$ cat config.mk
export PLATFORM = sky130hd
export DESIGN_NAME = router_grant_sched
export DESIGN_NICKNAME = d
export VERILOG_FILES = /design/src/rtl/router_grant_sched.sv
export SDC_FILE = /design/constraint.sdc
export NUM_CORES = 1
export LEC_CHECK = 0
export ABC_AREA = 1
export CAP_MARGIN = 20
export CORE_MARGIN = 3
export CORE_UTILIZATION = 49
export DETAILED_ROUTE_END_ITERATION = 10
export PLACE_DENSITY = 0.85
export SLEW_MARGIN = 20
export SYNTH_ARGS = -nofsm -noshare
export SYNTH_HDL_FRONTEND = slang
export SYNTH_SLANG_ARGS = --single-unit
$ cat constraint.sdc
create_clock -name CLK -period 2.5 [get_ports CLK]
set_input_delay 0.375 -clock CLK [delete_from_list [all_inputs] [get_ports CLK]]
set_output_delay 0.375 -clock CLK [all_outputs]
set_load 0.01 [all_outputs]
$ cat src/rtl/router_grant_sched.sv
// Round-robin, packet-locked grant scheduler for the P/C1/C2 merges of a 3-port tree router node.
// Optional hold-time watchdog is compiled in by defining ROUTER_GRANT_HOLD_WDT_EN.
`timescale 1ns/1ps
module router_grant_sched #(
    parameter int unsigned MAX_HOLD = 64,
    parameter int unsigned CW       = $clog2(MAX_HOLD + 1)
) (
    input  logic       CLK,
    input  logic       RESET,
    input  logic [1:0] P_req,
    input  logic [1:0] C1_req,
    input  logic [1:0] C2_req,
    input  logic       P_tail,
    input  logic       C1_tail,
    input  logic       C2_tail,
    output logic [1:0] P_Grant,
    output logic [1:0] C1_Grant,
    output logic [1:0] C2_Grant,
    output logic [2:0] busy,
    output logic [2:0] hold_err
);
    // State encoding doubles as the registered grant vector.
    typedef enum logic [1:0] {
        StIdle   = 2'b00,
        StGrant0 = 2'b01,
        StGrant1 = 2'b10
    } state_e;

    state_e     state_q [3];
    state_e     state_d [3];
    logic [2:0] ptr_q;
    logic [2:0] ptr_d;
    logic [2:0] busy_q;
    logic [2:0] fire;
    logic [1:0] req [3];
    logic [2:0] tail;
    logic       cur;

    assign req[0] = P_req;
    assign req[1] = C1_req;
    assign req[2] = C2_req;
    assign tail   = {C2_tail, C1_tail, P_tail};

    always_comb begin
        cur = 1'b0;
        for (int p = 0; p < 3; p++) begin
            state_d[p] = state_q[p];
            ptr_d[p]   = ptr_q[p];
            cur        = state_q[p][1];
            unique case (state_q[p])
                StIdle: begin
                    if (req[p] == 2'b11) begin
                        state_d[p] = ptr_q[p] ? StGrant1 : StGrant0;
                    end else if (req[p][0]) begin
                        state_d[p] = StGrant0;
                    end else if (req[p][1]) begin
                        state_d[p] = StGrant1;
                    end
                end
                StGrant0, StGrant1: begin
                    if (tail[p] || fire[p]) begin
                        if (req[p][~cur]) begin
                            state_d[p] = cur ? StGrant0 : StGrant1;
                            ptr_d[p]   = cur;
                        end else if (!(req[p][cur] && !fire[p])) begin
                            // A watchdog release never re-grants the offending input directly.
                            state_d[p] = StIdle;
                            ptr_d[p]   = ~cur;
                        end
                    end else if (!req[p][cur]) begin
                        state_d[p] = StIdle;
                        ptr_d[p]   = ~cur;
                    end
                end
                default: state_d[p] = StIdle;
            endcase
        end
    end

    always_ff @(posedge CLK) begin
        if (RESET) begin
            for (int p = 0; p < 3; p++) begin
                state_q[p] <= StIdle;
            end
            ptr_q  <= '0;
            busy_q <= '0;
        end else begin
            for (int p = 0; p < 3; p++) begin
                state_q[p] <= state_d[p];
                busy_q[p]  <= (state_d[p] != StIdle);
            end
            ptr_q <= ptr_d;
        end
    end

`ifdef ROUTER_GRANT_HOLD_WDT_EN
    logic [CW-1:0] cnt_q [3];
    logic [CW-1:0] cnt_d [3];
    logic [2:0]    herr_q;

    always_comb begin
        for (int p = 0; p < 3; p++) begin
            fire[p]  = (state_q[p] != StIdle) && (cnt_q[p] == CW'(MAX_HOLD));
            cnt_d[p] = (state_q[p] == StIdle || tail[p] || fire[p]) ? '0 : cnt_q[p] + CW'(1);
        end
    end

    always_ff @(posedge CLK) begin
        if (RESET) begin
            for (int p = 0; p < 3; p++) begin
                cnt_q[p] <= '0;
            end
            herr_q <= '0;
        end else begin
            for (int p = 0; p < 3; p++) begin
                cnt_q[p] <= cnt_d[p];
            end
            herr_q <= herr_q | fire;
        end
    end

    assign hold_err = herr_q;
`else
    assign fire     = '0;
    assign hold_err = '0;
`endif

    assign P_Grant  = state_q[0];
    assign C1_Grant = state_q[1];
    assign C2_Grant = state_q[2];
    assign busy     = busy_q;

endmodule

Yosys cells after proc, flatten, opt, wreduce, memory -nomap -nowiden. Memories as Yosys holds them, arrays and structs flattened. Index checks and enable logic that the tools add are counted.

$add $sub $neg: 0. $mul: 0. Divide/modulo/power cells: 0. Magnitude comparators: 6. Equal/unequal tests: 9. Shifts and indexed selects: 0. Muxes and demuxes: 54. Bitwise operators: 6. Reduce and logical (&&, ||, !) cells: 9.

Operator list (count): 2-to-1 mux 2 bit (27); 2-to-1 mux 1 bit (24); == test 2 bit, second input constant (6); < comparator 1 x 2 -> 1 bit, second input constant (6); one-hot mux 2 bit (2 select lines) (3); == test 2 x 1 -> 1 bit, second input constant (3); logical NOT 2 bit (3); nonzero test 2 bit (3); OR reduction 2 bit (3); inverter 1 bit (3); OR 1 bit (3).

Flip-flop bits (word level): 6. Latch bits: 0. Bits in writable memories: 6. Bits in read-only memories: 0. Logic and storage cells: 89. Memories kept: 1.

Memory list: state_q (depth 3, width 2, read ports 3, clocked after Yosys merged registers in 0, wr ports 3, line 29) `state_e state_q [3];`.

Logic depth before layout (Yosys ltp). An unclocked memory read counts as a cell.

Depth in word-level cells: 8. Depth in mapped cells: 9.

Worst setup path after synthesis. No wires, ideal clock.

Kind: register -> register. Start: memory state_q[0][3] in the netlist's numbering. End: register busy_q[1] (netlist: busy[1]). Library setup time: 0.058 ns. Data arrival time: 1.256 ns. Data required time: 2.442 ns. Setup slack: 1.186 ns. Stages on the path, launching flop included: 7. Path buffers: 0. Period minus slack after synthesis: 1.314 ns. Path through: dfxtp_1 -> inv_1 -> ha_1 -> o211ai_1 -> o21ai_0 -> nand2_1 -> nand2_1.

RTL lines: start: declaration (line 29); end signal: indexed assignment (line 90) `busy_q[p] <= (state_d[p] != StIdle);`; end: declaration (line 33) `logic [2:0] busy_q;`.

==> summary.txt <==
Placement
  – Final Wtd Congestion: 0.837
  – Sum of net half-perimeters after detailed placement: 1350 microns
  – Port-buffer cells: 19

CTS
  – Number of setup buffers added after CTS: 0
  – Latest clock arrival within the worst-skew pair: 0.26 ns
  – Hold-fix buffers, CTS: 0
  – Total CTS buffers: 3
  – Clock root cell: clkbuf_4
  – CTS tree: yes
  – Clock Path Buffers: 2
  – Reg clk slew, reported paths: 0.07 ns
  – H-tree Lvls: 1
  – Clock Sinks: 12
  – Post_cts resized: 0

Detailed routing
  – Routed WL: 1700 microns
  – Initial drt markers: 26
  – Metal1 wirelength: 765 microns
  – Met2 routed wirelength: 812 microns
  – WL met3: 114 microns
  – Vias: 821
  – Length of the first detailed-routing pass in iterations: 4
  – Final ANT Viol Nets: 0
  – Post-DR vias/cell: 5.16
  – Top Layer Used: met4
  – Drt wl/cell: 10.7 microns
  – DR DRC count: 0

Setup path
  – WP data required: 2.12 ns
  – CP Buf/Inv Count: 1
  – CP endpoint kind: output port
  – Critical path class: register to output port
  – Crit path from: state_q[0][1]
  – CP max stage cell: clkdlybuf4s50_1
  – CP max FO: 7
  – Crit path max-delay family: buffers and inverters
  – CP Cell Sequence: clkdlybuf4s50_1
  – CP startpoint kind: register
  – Slowest stage delay, CP: 0.59 ns
  – Worst r2r src: state_q[0][5]
  – Worst Path Arrival: 1.32 ns

STA
  – TNS Setup: 0 ns
  – Max-slew violations: 0
  – RSZ-0062 raised after global routing: false
  – Hold WS: 0.461 ns
  – Clock skew: 0.000641 ns
  – Final setup fails: 0
  – Period utilization: 67.8%
  – Minimum clock period: 1.69 ns
  – Highest Clock Rate: 0.590 GHz
  – Final hold vios: 0

Run status
  – Status: finished clean

Floorplanning
  – Core area: 1400 sq um
  – Io pins: 23
  – Starting Density: 56.6%
  – Row cnt: 13
  – DIE AREA: 2130 sq um
  – Die width: 46.2 microns
  – Die H: 46.2 microns

Min path
  – Hold Path Class: register to register
  – Hold path start: ptr_q[1]

Finish
  – Fillers: 115
  – Most frequent cells in the layout: nand2_1 (52), clkdlybuf4s50_1 (19), inv_1 (15)
  – Synth-to-layout area growth: 26.4%
  – Nets: 163
  – Share of layout cells above drive strength 1: 5.56%
  – Commonest non-fill, non-tap cell in the layout: nand2_1
  – Antenna Cells: 0

Yosys
  – Library cells used by synthesis: 16
  – Post-Syn Area: 792 sq um
  – Synthesis warning total: 0
  – Gate Count Post-Synth: 124
  – Avg Inst Size Synth: 6.39 sq um
  – Number of synthesized register bits: 12
  – Register area share after synthesis: 30.3%

Global route
  – Grt ovf: 0
  – Initial antenna violation count: 0
  – First-pass GRT wire length: 2880 microns
  – GRT Resource Usage Total: 18.4%
  – Vias in the first global route: 720
  – Largest net degree at the start of global routing: 9

Power and ir drop
  – VDD IR-drop max: 0.441 mV
  – Tot Pwr: 0.567 mW
  – LEAKAGE: 0.542 nW
  – Power Density: 567 nW/um^2

Job
  – MaxCap Viol Count: 0
==> stage by stage <==
stage	util (%)	instances	setup slack [ns]	instance area, sq um
after floorplan	-	126	1.19	800
after global placement	69.9	156	0.918	978
after detailed placement	69.9	156	0.861	978
after CTS	71.6	159	0.797	1000
after global routing	71.6	159	0.735	1000
final	71.6	159	0.806	1000
==> state kept, by name, indices dropped and copies added (netlist names) <==
register and flops:
busy 3, state_q 6, ptr_q 3
==> power breakdown <==
group / switching [mW] / internal [mW] / total (mW)
Combinational: 0.110 / 0.101 / 0.211
Sequential: 0.0230 / 0.219 / 0.242
Clock: 0.0582 / 0.0557 / 0.114
==> metal layers <==
layer  up-vias  GRT usage [%]
met5         -              0
met4         0           3.41
met3         2           4.69
met2        32           30.8
met1       358           23.7
li1        429              -
==> cells by family after synthesis <==
| family | after synthesis | share of synthesized area [%] |
|---|---|---|
| fa+ha+maj | 6 | 9.48 |
| compound gates | 13 | 9.48 |
| simple gates | 72 | 38.9 |
| buf+inv | 20 | 11.4 |
| flops | 12 | 30.3 |
| other cells | 1 | 0.473 |
==> path summary, 6_finish.rpt <==
kind,end,slack [ns],cells past startpoint
setup reg to reg,busy[2],1.06,6
hold / removal,ptr_q[1],0.46,2
hold reg to reg,ptr_q[1],0.46,2
setup / recovery,P_Grant[1],0.81,1
==> synth_stat cells <==
| master | count | area share [%] |
|---|---|---|
| nand2_1 | 52 | 25 |
| nor2_1 | 5 | 2.4 |
| buf_4 | 4 | 3.8 |
| inv_1 | 15 | 7.1 |
| nand3_2 | 3 | 3.8 |
| nand4_1 | 2 | 1.6 |
| inv_2 | 1 | 0.47 |
| o21ai_0 | 5 | 3.2 |
| ha_1 | 6 | 9.5 |
| o21ai_1 | 1 | 0.63 |
| a21oi_1 | 3 | 1.9 |
| dfxtp_1 | 12 | 30 |
| nand2_2 | 1 | 0.79 |
| nand3_1 | 9 | 5.7 |
| conb_1 | 1 | 0.47 |
| o211ai_1 | 4 | 3.8 |
==> layout make-up <==
class	instances	area, sq um	share of cell area, %
inverters	16	60.1	6.00
repair buffers	19	190	19.0
clock buffers	3	22.5	2.25
flip-flops and latches	12	240	24.0
multi-input cells	94	469	46.9
well taps	15	18.8	1.88
==> worst min-delay path, stage by stage, from the launching register on <==
cell,delay (ns)
dfxtp_1,0.31
nand2_1,0.06
a21oi_1,0.05
(Power assumes the default switching activity.)
==> RTL edit (config.mk and constraints unchanged) <==
The option `ROUTER_GRANT_HOLD_WDT_EN` is turned on by a define.
--- a/src/rtl/router_grant_sched.sv
+++ b/src/rtl/router_grant_sched.sv
@@ -1,6 +1,8 @@
 // Round-robin, packet-locked grant scheduler for the P/C1/C2 merges of a 3-port tree router node.
 // Optional hold-time watchdog is compiled in by defining ROUTER_GRANT_HOLD_WDT_EN.
 `timescale 1ns/1ps
+`define ROUTER_GRANT_HOLD_WDT_EN
+
 module router_grant_sched #(
     parameter int unsigned MAX_HOLD = 64,
     parameter int unsigned CW       = $clog2(MAX_HOLD + 1)
Formal check against the unedited RTL: same outputs for any inputs over 10 cycles, from zero or initial values and one cycle with RESET high; that may be too few to reach the edited logic, so the function may still have changed.
==> RTL edit against the original RTL <==
Sequential cell count grew 24; setup slack lost 170 ps; largest power group unchanged; highest routed layer unchanged; critical path depth grew 9; first-iteration DRC count grew to 3.7 times the old value; total power grew 140%; hold slack lost 4.2 ps; routed wire length grew 120%; cell area grew 130%; synthesized area grew 150%.
==> RTL edit: results (changes against the original RTL) <==
stage,metric,value,unit,change
setup_path,Worst R2R Setup Slack,630,ps,-430 ps
placed_design,DP Area,0.00223,mm^2,+130%
placed_design,IO buf count,22,,+3
synthesis,Post-synth top cells,"nand2_1 (61), inv_1 (45), nor2_1 (40), dfxtp_1 (36), ha_1 (12)",,
clocking,Post-CTS Setup Repair Bufs,0,,unchanged
placed_design,post-DP HPWL,2.86,mm,+110%
global_routing,global-route wire length before repair,6.49,mm,+130%
synthesis,Synth cell types,30,,+14
setup_path,critical path launch point,state_q[0][1]$_SDFF_PP0_,,
global_routing,largest net degree at the start of global routing,11,,+2
pwr,worst vdd ir,422,uV,-4.2%
synthesis,area share of xor/xnor cells in the synthesized design,0.0313,,+0.0313
synthesis,ys async rst share,0,,unchanged
synthesis,complex-gate fraction of the synthesized area,0.0886,,-0.00614
clocking,CTS root buffer,clkbuf_8,,
synthesis,YS warnings,0,,unchanged
global_routing,overall global routing resource usage,0.162,,-0.0214
synthesis,Mapped Nets,305,,
setup_path,CP max FO,8,,+1
run_status,status,"complete, no violations",,
setup_path,critical path's top delay family,flip-flops,,
final_layout,fin nets,332,,+100%
setup_path,critical path's largest stage delay,480,ps,-110 ps
synthesis,adder-cell area share of the yosys netlist,0.0765,,-0.0183
route,DRT Pass-1 Iters,4,,unchanged
clocking,Clock transition at path regs,70,ps,about the same
clocking,H-tree Lvls,2,,+1
synthesis,Synth Area per Inst,6.96,um^2,+8.9%
route,WL final,3.68,mm,+120%
clocking,Max Root-Sink Buffers,2,,unchanged
setup_path,arrival time at the worst endpoint,2050,ps,+730 ps
route,DR iter-0 viols,97,,+270%
clocking,post-CTS resize count,0,,unchanged
setup_path,Critical Path End Type,flip-flop,,
sta,clk_skew,5.59,ps,+4.95 ps
global_routing,vias in the first global route,1548,,+110%
final_layout,fin cells,358,,+130%
synthesis,synth top area cells,"dfxtp_1 (37%), nand2_1 (12%), inv_1 (8.6%)",,
clocking,latest clock arrival within the worst-skew pair,290,ps,+30 ps
pwr,LEAKAGE,1.04,nW,+92%
final_layout,layout cells sized above 1,0.0871,,+0.0315
route,post-DR vias/cell,4.87,,-5.8%
setup_path,Slowest cell on crit path,dfxtp_1,,
synthesis,register area share after synthesis,0.367,,+0.0640
placed_design,GP Congestion,0.978,,+17%
final_layout,antenna cells,0,,unchanged
synthesis,mux contribution to synthesized area,0,,unchanged
placed_design,placed cells,350,,+120%
final_layout,Filler cells,343,,+200%
setup_path,Reg2Reg Capture Point,busy[0]$_SDFF_PP0_,,
clocking,CTS Buf Count,5,,+2
setup_path,FF-to-FF path depth,10,,+4
sta,worst slew pin tran,382,ps,
[RTL edit: cell types whose count changed in the layout (fill, tap and decap cells not counted), sizes merged, moves of 9 or more]
| cell | unedited run | this run |
|---|---|---|
| a21oi | 3 | 12 |
| dfxtp | 12 | 36 |
| inv | 16 | 53 |
| nand2 | 53 | 66 |
| nor2 | 5 | 43 |
| nor3 | 0 | 9 |
[RTL edit: kinds of logic after synthesis]
kind of cell	Yosys count
compound gates	31
xor+xnor	7
fa+ha+maj	12
buf+inv	55
flops	36
simple gates	141
[RTL edit: worst min-delay path by stage]
stage	start	end	slack, ps	cells after the start
after floorplan	cnt_q[0][0]$_SDFF_PP0_	cnt_q[0][0]$_SDFF_PP0_	420	1
after global placement	cnt_q[0][0]$_SDFF_PP0_	cnt_q[0][0]$_SDFF_PP0_	430	1
after detailed placement	hold_err[2]$_SDFF_PP0_	hold_err[2]$_SDFF_PP0_	450	2
after CTS	hold_err[2]$_SDFF_PP0_	hold_err[2]$_SDFF_PP0_	450	2
after global routing	hold_err[2]$_SDFF_PP0_	hold_err[2]$_SDFF_PP0_	470	2
final	hold_err[2]$_SDFF_PP0_	hold_err[2]$_SDFF_PP0_	460	2
[RTL edit: area by class of cell]
class / instances / area [um^2] / area share
well taps: 48 / 60.1 / 0.0259
repair buffers: 22 / 220 / 0.0949
inverters: 53 / 199 / 0.0857
flip-flops and latches: 36 / 721 / 0.311
clock buffers: 8 / 90.1 / 0.0388
multi-input cells: 191 / 1030 / 0.444
[RTL edit: worst reg2reg max path, cell delays in order (launching register included)]
cell and delay (ps):
dfxtp_1 480, inv_1 140, ha_1 210, inv_1 100
nand3_1 100, o21ai_0 300, nand2_1 110, nand2_1 110
o21bai_1 80, nand2_1 70, nand2_1 50
[RTL edit: through the flow]
stage	setup slack [ps]	util	hold WS, ps	power (mW)
3_5_place_dp	645	0.592	448	0.978
3_3_place_gp	663	0.592	431	0.971
6_report	633	0.615	457	1.39
5_1_grt	517	0.615	473	1.47
4_1_cts	728	0.615	455	1.40
2_1_floorplan	907	-	417	0.864
[RTL edit: per-layer routing]
| metal | GRT usage | routed length (um) | up-vias |
|---|---|---|---|
| li1 | - | - | 942 |
| met1 | 0.201 | 1800 | 760 |
| met2 | 0.257 | 1650 | 33 |
| met3 | 0.0478 | 172 | 7 |
| met4 | 0.0781 | 67 | 0 |
| met5 | 0 | 0 | - |
[RTL edit: power by group]
part	internal (mW)	total, mW	switching (mW)
registers	0.615	0.651	0.0362
logic	0.140	0.315	0.175
clock network	0.225	0.421	0.196
total	0.979	1.39	0.408
